--- src/rtl/bsg_popcount_seq.sv ---
// Sequential popcount: counts a wide vector slice_p bits per cycle.
// Define BSG_POPCOUNT_SEQ_EARLY_EXIT_EN to stop once the remaining bits are zero.

module bsg_popcount #(
  parameter int width_p = 4
) (
  input  logic [width_p-1:0]         a_i,
  output logic [$clog2(width_p+1)-1:0] num_o
);

  localparam int nw_lp = $clog2(width_p+1);

  always_comb begin
    num_o = '0;
    for (int i = 0; i < width_p; i++) begin
      num_o = num_o + nw_lp'(a_i[i]);
    end
  end

endmodule

module bsg_popcount_seq #(
  parameter int width_p = 16,
  parameter int slice_p = 4
) (
  input  logic                         clk_i,
  input  logic                         reset_i,
  input  logic [width_p-1:0]           data_i,
  input  logic                         v_i,
  output logic                         ready_o,
  output logic [$clog2(width_p+1)-1:0] count_o,
  output logic                         v_o,
  input  logic                         yumi_i
);

  localparam int beats_lp = (width_p + slice_p - 1) / slice_p;
  localparam int cw_lp    = $clog2(width_p+1);
  localparam int pw_lp    = $clog2(slice_p+1);
  localparam int bw_lp    = (beats_lp > 1) ? $clog2(beats_lp) : 1;

  localparam logic [bw_lp-1:0] last_beat_lp = bw_lp'(beats_lp-1);

  typedef enum logic [1:0] {
    eIdle,
    eBusy,
    eDone
  } state_e;

  state_e state_r, state_n;

  logic [width_p-1:0] shift_r;
  logic [width_p-1:0] shift_n;
  logic [cw_lp-1:0]   acc_r;
  logic [bw_lp-1:0]   beat_r;
  logic [pw_lp-1:0]   slice_cnt;
  logic               accept;
  logic               last_beat;

  assign accept  = v_i & ready_o;
  // Logical shift zero-fills, so a partial last slice adds nothing extra
  assign shift_n = shift_r >> slice_p;

  bsg_popcount #(
    .width_p(slice_p)
  ) pc (
    .a_i  (shift_r[slice_p-1:0]),
    .num_o(slice_cnt)
  );

`ifdef BSG_POPCOUNT_SEQ_EARLY_EXIT_EN
  assign last_beat = (beat_r == last_beat_lp)
                   | (shift_n == '0);
`else
  assign last_beat = (beat_r == last_beat_lp);
`endif

  always_ff @(posedge clk_i) begin
    if (reset_i) begin
      state_r <= eIdle;
    end else begin
      state_r <= state_n;
    end
  end

  always_comb begin
    state_n = state_r;
    unique case (state_r)
      eIdle: begin
        if (v_i) state_n = eBusy;
      end
      eBusy: begin
        if (last_beat) state_n = eDone;
      end
      eDone: begin
        if (yumi_i) state_n = eIdle;
      end
      default: state_n = eIdle;
    endcase
  end

  always_comb begin
    ready_o = 1'b0;
    v_o     = 1'b0;
    count_o = '0;
    unique case (state_r)
      eIdle: ready_o = 1'b1;
      eDone: begin
        v_o     = 1'b1;
        count_o = acc_r;
      end
      default: ;
    endcase
  end

  // Sum never exceeds width_p, so cw_lp bits cannot overflow
  always_ff @(posedge clk_i) begin
    if (reset_i) begin
      shift_r <= '0;
      acc_r   <= '0;
      beat_r  <= '0;
    end else if (accept) begin
      shift_r <= data_i;
      acc_r   <= '0;
      beat_r  <= '0;
    end else if (state_r == eBusy) begin
      shift_r <= shift_n;
      acc_r   <= acc_r + cw_lp'(slice_cnt);
      beat_r  <= beat_r + 1'b1;
    end
  end

`ifndef SYNTHESIS
  always_ff @(posedge clk_i) begin
    if (!reset_i && yumi_i) begin
      assert (state_r == eDone)
        else $error("bsg_popcount_seq: yumi_i without v_o");
    end
  end
`endif

endmodule
--- config.mk ---
export PLATFORM = sky130hd
export DESIGN_NAME = bsg_popcount_seq
export DESIGN_NICKNAME = d
export VERILOG_FILES = /design/src/rtl/bsg_popcount_seq.sv
export SDC_FILE = /design/constraint.sdc
export NUM_CORES = 1
export LEC_CHECK = 0
export BUFFER_PORTS_ARGS = -buffer_cell sky130_fd_sc_hd__buf_2
export CORE_MARGIN = 4
export CORE_UTILIZATION = 52
export CTS_CLUSTER_SIZE = 14
export DETAILED_ROUTE_END_ITERATION = 8
export GPL_TIMING_DRIVEN = 0
export PLACE_DENSITY = 0.73
export SYNTH_ARGS = -nofsm -noshare
export SYNTH_HDL_FRONTEND = slang
export SYNTH_SLANG_ARGS = --single-unit
--- constraint.sdc ---
create_clock -name clk_i -period 3 [get_ports clk_i]
set_input_delay 0.3 -clock clk_i [delete_from_list [all_inputs] [get_ports clk_i]]
set_output_delay 0.3 -clock clk_i [all_outputs]
set_load 0.005 [all_outputs]
==> results of run 1 <==
## final timing paths
| kind | to | cells after the start |
|---|---|---|
| max | acc_r[4] | 10 |
| min | shift_r[14] | 3 |
| max reg2reg | acc_r[4] | 10 |
| min reg2reg | beat_r[1] | 2 |
## synth_stat cells (all sizes together)
| cell type | instances | share of area, % |
|---|---|---|
| a22oi | 4 | 2.4 |
| mux2 | 1 | 0.91 |
| clkbuf | 3 | 0.91 |
| xnor2 | 2 | 1.4 |
| nor3b | 2 | 2.1 |
| nor2 | 18 | 5.5 |
| or4 | 1 | 0.91 |
| and2b | 1 | 0.61 |
| buf | 6 | 2.8 |
| or2 | 1 | 0.51 |
| o31ai | 1 | 0.61 |
| o22ai | 12 | 6.1 |
| a221oi | 2 | 1.4 |
| a211oi | 13 | 7.9 |
| o21ba | 1 | 0.81 |
| and2 | 4 | 2.0 |
| nand2 | 6 | 1.8 |
| ha | 6 | 6.1 |
| nand3 | 1 | 0.41 |
| fa | 2 | 3.2 |
| o211ai | 1 | 0.61 |
| dfxtp | 25 | 41 |
| nand2b | 2 | 1.6 |
| a21oi | 5 | 2.3 |
| inv | 10 | 3.0 |
| o21bai | 1 | 0.61 |
| nor3 | 2 | 0.81 |
| nor2b | 2 | 1.0 |
| or2b | 1 | 0.71 |
## sequential cells by signal, summed over array words and instances, names as in the netlist
register,cells
state_r,2
acc_r,5
shift_r,16
beat_r,2
## cell type report
class                           instances  area (µm²)  area share [%]
Buffer                                  9        46.3            3.25
Clock buffer                            3        22.5            1.58
Clock inverter                          1        5.00           0.351
Inverter                               10        37.5            2.63
Multi-Input combinational cell         92         648            45.5
Sequential cell                        25         500            35.1
Tap cell                               28        35.0            2.46
Timing Repair Buffer                   26         130            9.13
## cell usage in the layout, fill, tap and decap left out, types with 4 or more instances in the layout
master	Yosys	final
a22oi_1	4	4
ha_1	6	6
o22ai_1	12	12
nor2_1	18	18
a21oi_1	4	4
and2_1	4	4
inv_1	10	10
dfxtp_1	25	25
a211oi_1	13	13
nand2_1	6	6
buf_2	4	30
## layer usage
| metal | up-vias | track usage [%] | share of wire (%) |
|---|---|---|---|
| met3 | 4 | 2.76 | 3.3 |
| met2 | 19 | 28.5 | 50 |
| met4 | 0 | 7.12 | 1.3 |
| met1 | 503 | 22.5 | 46 |
| met5 | - | 0 | 0 |
| li1 | 542 | - | - |
## critical path, delay by kind of cell (launching register included)
family | cells | cell delay, ps
mux | 1 | 280
compound gates | 1 | 100
simple gates | 1 | 130
fa+ha+maj | 4 | 1240
flops | 1 | 340
buf+inv | 3 | 210
## through the flow
step           hold slack (ps)  setup slack (ps)  area (µm²)  utilization, %
2_1_floorplan              440               763        1230               -
3_3_place_gp               448               637        1400            62.6
3_5_place_dp               463               578        1400            62.6
4_1_cts                    204               569        1430            63.8
5_1_grt                    202               388        1430            63.8
6_report                   211               594        1430            63.8
## logic make-up after synthesis
| logic type | after synthesis | share of synthesized area [%] |
|---|---|---|
| adders and majority gates | 8 | 9.34 |
| buffers and inverters | 19 | 6.80 |
| DFF | 25 | 40.6 |
| and+or+nand+nor | 41 | 18.1 |
| muxes | 1 | 0.914 |
| xor gates and xnor gates | 2 | 1.42 |
| AOI/OAI and AO/OA | 40 | 22.8 |
## power by group through the flow
stage	clock network [mW]	registers, mW	logic [mW]
6_report	0.149	0.366	0.122
5_1_grt	0.170	0.369	0.140
4_1_cts	0.156	0.366	0.124
3_5_place_dp	0	0.374	0.123
3_3_place_gp	0	0.372	0.116
2_1_floorplan	0	0.371	0.0869
==> run summary, run 1 <==
Fmax - 0.416 GHz
HPWL Detailed - 2090 µm
Clk_lat worst skew - 310 ps
Critical Path RT - 3220 ps
Post-CTS Resized - 0
Root Driver - clkbuf_4
Type of element launching the critical path - register
Clock buffer depth - 2
Post-Syn Nets - 164
Maximum fanout along the worst path - 2
H-tree Lvls - 1
WL final - 2630 µm
ANT nets after route - 0
Slack of the worst reg-to-reg path - 590 ps
FILL cells - 211
Crit path from - shift_r[0]
Avg Cell Area, Syn - 9.06 µm²
Status - finished, final reports clean
Flop pwr share - 57.4%
DRT Pass-1 Iters - 4
Num ports - 27
Port buffer count - 26
Inserted Diodes - 0
RSZ-0062 raised after global routing - no
Cell Area, Synth - 0.00123 mm²
CTS tree - done
CP dominant cell by count - inv_1
Worst vdd ir - 0.000306 V
GPL Wtd Cong - 0.774
Clock Skew - 3.33 ps
Num CTS Buffers - 3
CP Cell Sequence - ha_1 > inv_1 > fa_1 > inv_1 > ha_1 > inv_1 > fa_1 > nor2b_1 > o211ai_1 > mux2_2
Initial antenna violation count - 0
Static leakage - 0.610 nW
Slew headroom - 61.3%
Comb pwr share - 19.2%
Setup violators final - 0
Kind of end point of the critical path - register
Die Wd - 56.7 µm
Dpl cells - 190
# DRC - 0
Worst slew pin tran - 579 ps
Final Max Slew Viols - 0
Overall Global Routing Usage - 17.4%
Routed len/inst - 13.5 µm
Synthesis-stage register bit count - 25
P_sw - 0.178 mW
Final Total Pwr - 0.638 mW
Sequential area share after synthesis - 40.6%
Post-cts hold buffer count - 0
P&R area growth vs syn - 15.6%
Crit path DAT - 2620 ps
Reg clk slew, reported paths - 140 ps
CP peak stage delay - 410 ps
DR vias/cell - 5.51
Crit path kind - register to register
Fin cells - 194
Clock share of power - 23.4%
R2r startpoint - shift_r[0]
Setup tns final - 0 ps
Hold path startpoint - data_i[14]
Congestion Overflow GR - 0
Final hold violation count - 0
Synth Warn # - 0
Hold crit path type - input pin to register
Starting Density - 55.2%
Internal power - 0.460 mW
Layout cells sized above 1 - 25.9%
Cells after Synth - 136
Clock net sink count - 25
Core area - 0.00223 mm²
Std-Cell Rows - 17
Largest net degree at the start of global routing - 15
CP max-delay cell - fa_1
Number of distinct library cells after synthesis - 33
Max Cap Viol - 0
Final #Nets - 195
Cell Pwr Density - 447 mW/mm²
Final Critical Period - 2410 ps
Die H - 56.7 µm
Sw Ratio - 27.9%
First-pass GRT wire length - 4460 µm
Crit share post-route - 80.2%
Number of global-route vias before repair - 1045
DIE AREA - 0.00321 mm²
Total number of vias - 1068
Initial DRC count - 14
# Post-CTS Setup Buffers - 0
Power figures use the tool's default switching activity.
==> run 2: changes to the inputs <==
==> constraint.sdc (replaced) <==
create_clock -name clk_i -period 2.35 [get_ports clk_i]
set_input_delay 0.235 -clock clk_i [delete_from_list [all_inputs] [get_ports clk_i]]
set_output_delay 0.235 -clock clk_i [all_outputs]
set_load 0.005 [all_outputs]
==> run 2 against run 1 <==
The run now ends with negative setup slack left. Fmax grew 0.83%. Clock skew decreased by 1.4 ps. Highest routed layer unchanged. Total power is 31% higher. First-iteration DRC count is 21% higher. Sequential power rose by 28%. Core utilization grew 2.7 points. Register-to-register slack worse by 630 ps. Count of clock-buffer cells in the layout unchanged. Global-route usage did not move.
==> run summary, run 2 (synthesized netlist as in run 1, its figures left out) <==
Most common cell after layout, fill and taps aside - buf_2
Post-place setup slack - -72.2 ps (-650 ps)
ANT nets after route - 0 (unchanged)
Overall Global Routing Usage - 17.4% (unchanged)
Static leakage - 0.613 nW (+0.40%)
CP max-delay cell - or4_4
Total number of vias - 1092 (+2.2%)
Crit share post-route - 102% (+21 points)
CP peak stage delay - 490 ps (+80 ps)
Clk_lat worst skew - 310 ps (about the same)
Final hold violation count - 0 (unchanged)
Max Cap Viol - 0 (unchanged)
Slew headroom - 61.3% (about the same)
CP Cell Sequence - ha_4 > inv_2 > fa_1 > inv_2 > ha_4 > ha_1 > a211oi_1 > or4_4 > a21oi_2
Die H - 56.7 µm (unchanged)
WHS - 147 ps (-64.2 ps)
Worst vdd ir - 0.000388 V (+27%)
HPWL Detailed - 2090 µm (unchanged)
R2r startpoint - shift_r[1]
Kind of end point of the critical path - register
Max reg flops - 16 (unchanged)
Clock net sink count - 25 (unchanged)
Cell Pwr Density - 564 mW/mm² (+26%)
Final worst slack - -36.0 ps (-630 ps)
Fmax - 0.419 GHz (+0.83%)
Post-cts hold buffer count - 0 (unchanged)
DIE AREA - 0.00321 mm² (unchanged)
Worst slew pin tran - 580 ps (+0.465 ps)
Die Wd - 56.7 µm (unchanged)
Num CTS Buffers - 3 (unchanged)
Congestion Overflow GR - 0 (unchanged)
Clock Skew - 1.96 ps (-1.37 ps)
First-pass GRT wire length - 4460 µm (unchanged)
Commonest non-fill, non-tap cells in the layout - 30 x buf_2, 23 x dfxtp_1, 18 x nor2_1, 13 x a211oi_1, 12 x o22ai_1
Setup violators final - 2 (+2)
Root Driver - clkbuf_4
Num ports - 27 (unchanged)
Regs by FF count - shift_r (16), acc_r (5)
Std-Cell Rows - 17 (unchanged)
Top cell family by delay on the critical path - adder cells
Final Max Slew Viols - 0 (unchanged)
CP bufs+invs - 2 (-1)
Final Cell Area - 0.00149 mm² (+4.2%)
Routed len/inst - 13.9 µm (+2.9%)
Critical Path RT - 2620 ps (-600 ps)
Initial antenna violation count - 0 (unchanged)
Largest net degree at the start of global routing - 15 (unchanged)
Type of element launching the critical path - register
P&R area growth vs syn - 20.5%
H-tree Lvls - 1 (unchanged)
RSZ-0062 raised after global routing - yes
Inserted Diodes - 0 (unchanged)
Final #Nets - 197 (+1.0%)
Reg with most FFs - shift_r
Status - finished with violations
DR vias/cell - 5.57 (+1.2%)
Crit path DAT - 2650 ps (+30 ps)
Maximum fanout along the worst path - 2 (unchanged)
Number of global-route vias before repair - 1045 (unchanged)
WL final - 2730 µm (+4.0%)
Crit path from - shift_r[1]
Clock buffer depth - 2 (unchanged)
Core area - 0.00223 mm² (unchanged)
Cell Area, Placed - 0.00140 mm² (unchanged)
Failing checks - negative setup slack
Initial DRC count - 17 (+3)
Core Util, Final - 66.5% (+2.7 points)
Hold path startpoint - data_i[14]
GPL Wtd Cong - 0.774 (unchanged)
# DRC - 0 (unchanged)
Slack of the worst reg-to-reg path - -40 ps (-630 ps)
DRT Pass-1 Iters - 4 (unchanged)
Layout cells sized above 1 - 33.3% (+7.4 points)
CTS tree - done
Crit path kind - register to register
Reg clk slew, reported paths - 140 ps (about the same)
Hold crit path type - input pin to register
Final Critical Period - 2390 ps (-19.9 ps)
Starting Density - 55.2% (unchanged)
Port buffer count - 26 (unchanged)
run 2: cell count changes in the layout (fill, tap and decap cells not counted), sizes merged:
| cell | before | now |
|---|---|---|
| buf | 32 | 34 |
run 2: power by group:
group / internal (mW) / switching, mW / total (mW)
logic: 0.0832 / 0.0929 / 0.176
registers: 0.453 / 0.0175 / 0.470
clock network: 0.0637 / 0.128 / 0.191
run 2: worst paths after layout:
kind              cells after the start          end
setup / recovery                      9     acc_r[3]
hold / removal                        3  shift_r[14]
setup reg to reg                      9     acc_r[3]
hold reg to reg                       2    beat_r[1]
run 2: repair_timing:
action                                  4_1_cts  5_1_grt
gates resized for setup                       2       10
buffers inserted                              0        2
pin swaps                                     0        4
hold endpoints to repair                      0        0
endpoints found under the setup margin        2        2
run 2: routing by layer:
layer | GRT usage [%] | part of all wire (%) | vias up | wire, µm
li1 | - | - | 548 | -
met1 | 22.5 | 45 | 519 | 1230
met2 | 28.5 | 50 | 19 | 1360
met3 | 2.76 | 3.3 | 6 | 90
met4 | 7.12 | 1.9 | 0 | 51
met5 | 0 | 0 | - | 0
run 2: through the flow:
stage               power [mW]  TNS, ps  cells
floorplan                0.584        0    136
global placement         0.623    -13.2    190
detailed placement       0.634    -85.0    190
CTS                      0.826    -49.6    194
global route             0.894     -205    196
finish                   0.838    -52.4    196
run 2: area by class of cell:
| cell class | instances | area, µm² |
|---|---|---|
| Buffer | 9 | 46.3 |
| Multi-Input combinational cell | 92 | 691 |
| Tap cell | 28 | 35.0 |
| Fill cell | 208 | 748 |
| Inverter | 10 | 37.5 |
| Clock inverter | 1 | 5.00 |
| Timing Repair Buffer | 28 | 145 |
| Sequential cell | 25 | 503 |
| Clock buffer | 3 | 22.5 |
run 2: tightest hold or removal path, stage by stage:
cell	delay (ps)
buf_2	70
a22oi_1	50
nor2_1	70
==> run 3: changes to the inputs <==
--- a/config.mk
+++ b/config.mk
@@ -6,7 +6,6 @@
 export NUM_CORES = 1
 export LEC_CHECK = 0
 export BUFFER_PORTS_ARGS = -buffer_cell sky130_fd_sc_hd__buf_2
-export CORE_MARGIN = 4
 export CORE_UTILIZATION = 52
 export CTS_CLUSTER_SIZE = 14
 export DETAILED_ROUTE_END_ITERATION = 8
@@ -15,3 +14,4 @@
 export SYNTH_ARGS = -nofsm -noshare
 export SYNTH_HDL_FRONTEND = slang
 export SYNTH_SLANG_ARGS = --single-unit
+export TNS_END_PERCENT = 30
==> run 3 against run 2 <==
Wire length shrank 5.7%. The flow now finishes without violations. Count of clock-buffer cells in the layout is the same. Critical path depth grew 1. Largest cell class unchanged. Hold slack lost 11 ps. Register-to-register slack gained 40 ps. Non-clock buffer count shrank 1. Flip-flop and latch count is the same. Cell area grew 1.1%. Global-route usage grew 5.0 points. Fmax grew 1.6%.
==> run summary, run 3 (synthesized netlist as in run 1, its figures left out) <==
Reg with most FFs - shift_r
CP max-delay cell - fa_2
Max reg flops - 16 (unchanged)
Clock Skew - 2.48 ps (+0.521 ps)
Clk_lat worst skew - 320 ps (about the same)
Initial DRC count - 18 (+1)
Regs by FF count - shift_r (16), acc_r (5)
Total number of vias - 1077 (-1.4%)
Overall Global Routing Usage - 22.3% (+5.0 points)
Crit path DAT - 2570 ps (-80 ps)
CP peak stage delay - 430 ps (-60 ps)
Commonest non-fill, non-tap cells in the layout - 30 x buf_2, 23 x dfxtp_1, 18 x nor2_1, 12 x a211oi_1, 12 x o22ai_1
Setup violators final - 0 (-2)
Worst path depth - 10 (+1)
Reg clk slew, reported paths - 140 ps (about the same)
Comb pwr share - 21.2% (+0.2 points)
Starting Density - 55.2% (unchanged)
Final Max Slew Viols - 0 (unchanged)
Die H - 50.7 µm (-11%)
HPWL Detailed - 1960 µm (-6.2%)
P&R area growth vs syn - 21.8%
H-tree Lvls - 1 (unchanged)
GPL Wtd Cong - 0.781 (+0.87%)
Hold Crit Depth - 3 (unchanged)
Port buffer count - 26 (unchanged)
CP dominant cell by count - inv_2
Status - finished, final reports clean
Layout cells sized above 1 - 34.1% (+0.80 points)
Routed len/inst - 13.2 µm (-5.3%)
R2R depth - 10 (+1)
Worst Hold End - shift_r[13]
Kind of end point of the critical path - register
RSZ-0062 raised after global routing - yes
Hold crit path type - input pin to register
FILL cells - 201 (-3.4%)
Std-Cell Rows - 17 (unchanged)
Initial antenna violation count - 0 (unchanged)
Congestion Overflow GR - 0 (unchanged)
CP bufs+invs - 3 (+1)
Worst vdd ir - 0.000323 V (-17%)
Final hold violation count - 0 (unchanged)
Maximum fanout along the worst path - 2 (unchanged)
Post-cts hold buffer count - 0 (unchanged)
Fmax - 0.426 GHz (+1.6%)
Core area - 0.00223 mm² (unchanged)
P_sw - 0.245 mW (+2.8%)
Slack of the worst reg-to-reg path - 2 ps (+40 ps)
DRT Pass-1 Iters - 4 (unchanged)
Type of element launching the critical path - register
Area occupied by multi-input gates - 712 µm² (+3.1%)
Top cell family by delay on the critical path - adder cells
ANT nets after route - 0 (unchanged)
Static leakage - 0.607 nW (-0.91%)
Max Cap Viol - 0 (unchanged)
CP Cell Sequence - ha_4 > inv_2 > fa_2 > inv_2 > ha_4 > inv_2 > fa_2 > nor2b_1 > o211ai_1 > mux2_4
Flop pwr share - 55.5% (-0.6 points)
Clock buffer depth - 2 (unchanged)
Fin cells - 195 (-0.51%)
Critical Path RT - 2580 ps (-40 ps)
Most common cell after layout, fill and taps aside - buf_2
R2r startpoint - shift_r[0]
Sw Ratio - 28.8% (+0.40 points)
Internal power - 0.604 mW (+0.75%)
First-pass GRT wire length - 4260 µm (-4.3%)
Final worst slack - 2.33 ps (+38.3 ps)
Final Critical Period - 2350 ps (-38.3 ps)
Cell Pwr Density - 565 mW/mm² (+0.22%)
Largest net degree at the start of global routing - 16 (+1)
CTS tree - done
Crit share post-route - 99.9% (-1.6 points)
Num ports - 27 (unchanged)
Crit path kind - register to register
Post-place setup slack - -24.2 ps (+48.0 ps)
Root Driver - clkbuf_4
DIE AREA - 0.00257 mm² (-20%)
Worst slew pin tran - 585 ps (+5.69 ps)
Inserted Diodes - 0 (unchanged)
Hold path startpoint - data_i[13]
Clock share of power - 23.3% (+0.5 points)
# DRC - 0 (unchanged)
DR vias/cell - 5.52 (-0.87%)
Number of global-route vias before repair - 999 (-4.4%)
Storage element area - 503 µm² (unchanged)
Num CTS Buffers - 3 (unchanged)
Clock net sink count - 25 (unchanged)
WL final - 2580 µm (-5.7%)
Slew headroom - 60.9% (-0.38 points)
RR Endpoint - acc_r[4]
Core Util, Final - 67.2% (+0.73 points)
Dpl cells - 190 (unchanged)
Final #Nets - 196 (-0.51%)
Die Wd - 50.7 µm (-11%)
-- run 3: changes by cell type in the layout (fill, tap and decap cells not counted) --
cell        delta
fa_1           -1
a211oi_1       -1
nor2b_1        +1
buf_4          -1
ha_4           +1
mux2_2         -1
fa_2           +1
a211oi_2       +1
mux2_4         +1
clkinv_2       -1
ha_1           -1
clkinvlp_4     +1
nor2b_2        -1
-- run 3: what timing repair did --
item,4_1_cts,5_1_grt
cloned,0,0
resized for setup,2,13
pin swaps,0,4
endpoints found under the setup margin,2,2
buffers inserted,0,1
-- run 3: how the worst max path moves through the flow --
stage,slack [ps],from,end
after floorplan,110,shift_r[0],acc_r[4]
after global placement,-10,shift_r[0],acc_r[4]
after global routing,-80,shift_r[0],acc_r[4]
after CTS,-10,shift_r[1],acc_r[3]
final,2,shift_r[0],acc_r[4]
after detailed placement,-20,shift_r[0],acc_r[4]
-- run 3: power by group through the flow --
stage | Clock, mW | Combinational, mW | Sequential [mW]
3_3_place_gp | 0 | 0.148 | 0.475
6_report | 0.198 | 0.180 | 0.471
3_5_place_dp | 0 | 0.154 | 0.477
2_1_floorplan | 0 | 0.111 | 0.473
5_1_grt | 0.221 | 0.205 | 0.474
4_1_cts | 0.206 | 0.155 | 0.468
-- run 3: routing by layer --
metal  part of all wire, %  track usage (%)  wire length (µm)
met1                    48             28.5              1230
met2                    48             36.9              1240
met3                   2.8             3.64                71
met4                   1.4             9.72                35
met5                     0                0                 0
-- run 3: stage by stage --
step | area [µm²] | setup TNS, ps | power, mW | hold slack, ps
floorplan | 1230 | 0 | 0.584 | 383
global placement | 1400 | -11.2 | 0.623 | 448
detailed placement | 1400 | -24.2 | 0.630 | 459
CTS | 1430 | -14.0 | 0.828 | 132
global route | 1500 | -79.1 | 0.900 | 122
finish | 1500 | 0 | 0.849 | 136
-- run 3: tightest hold or removal path, delay by kind of cell --
kind                   cells  cell delay, ps
AOI/OAI and AO/OA          1              50
buffers and inverters      1              70
and+or+nand+nor            1              70
-- run 3: area by class of cell --
| class | instances | area share (%) |
|---|---|---|
| Buffer | 9 | 3.08 |
| Clock buffer | 3 | 1.50 |
| Tap cell | 28 | 2.33 |
| Sequential cell | 25 | 33.5 |
| Timing Repair Buffer | 27 | 9.17 |
| Clock inverter | 1 | 0.500 |
| Multi-Input combinational cell | 92 | 47.4 |
| Inverter | 10 | 2.50 |
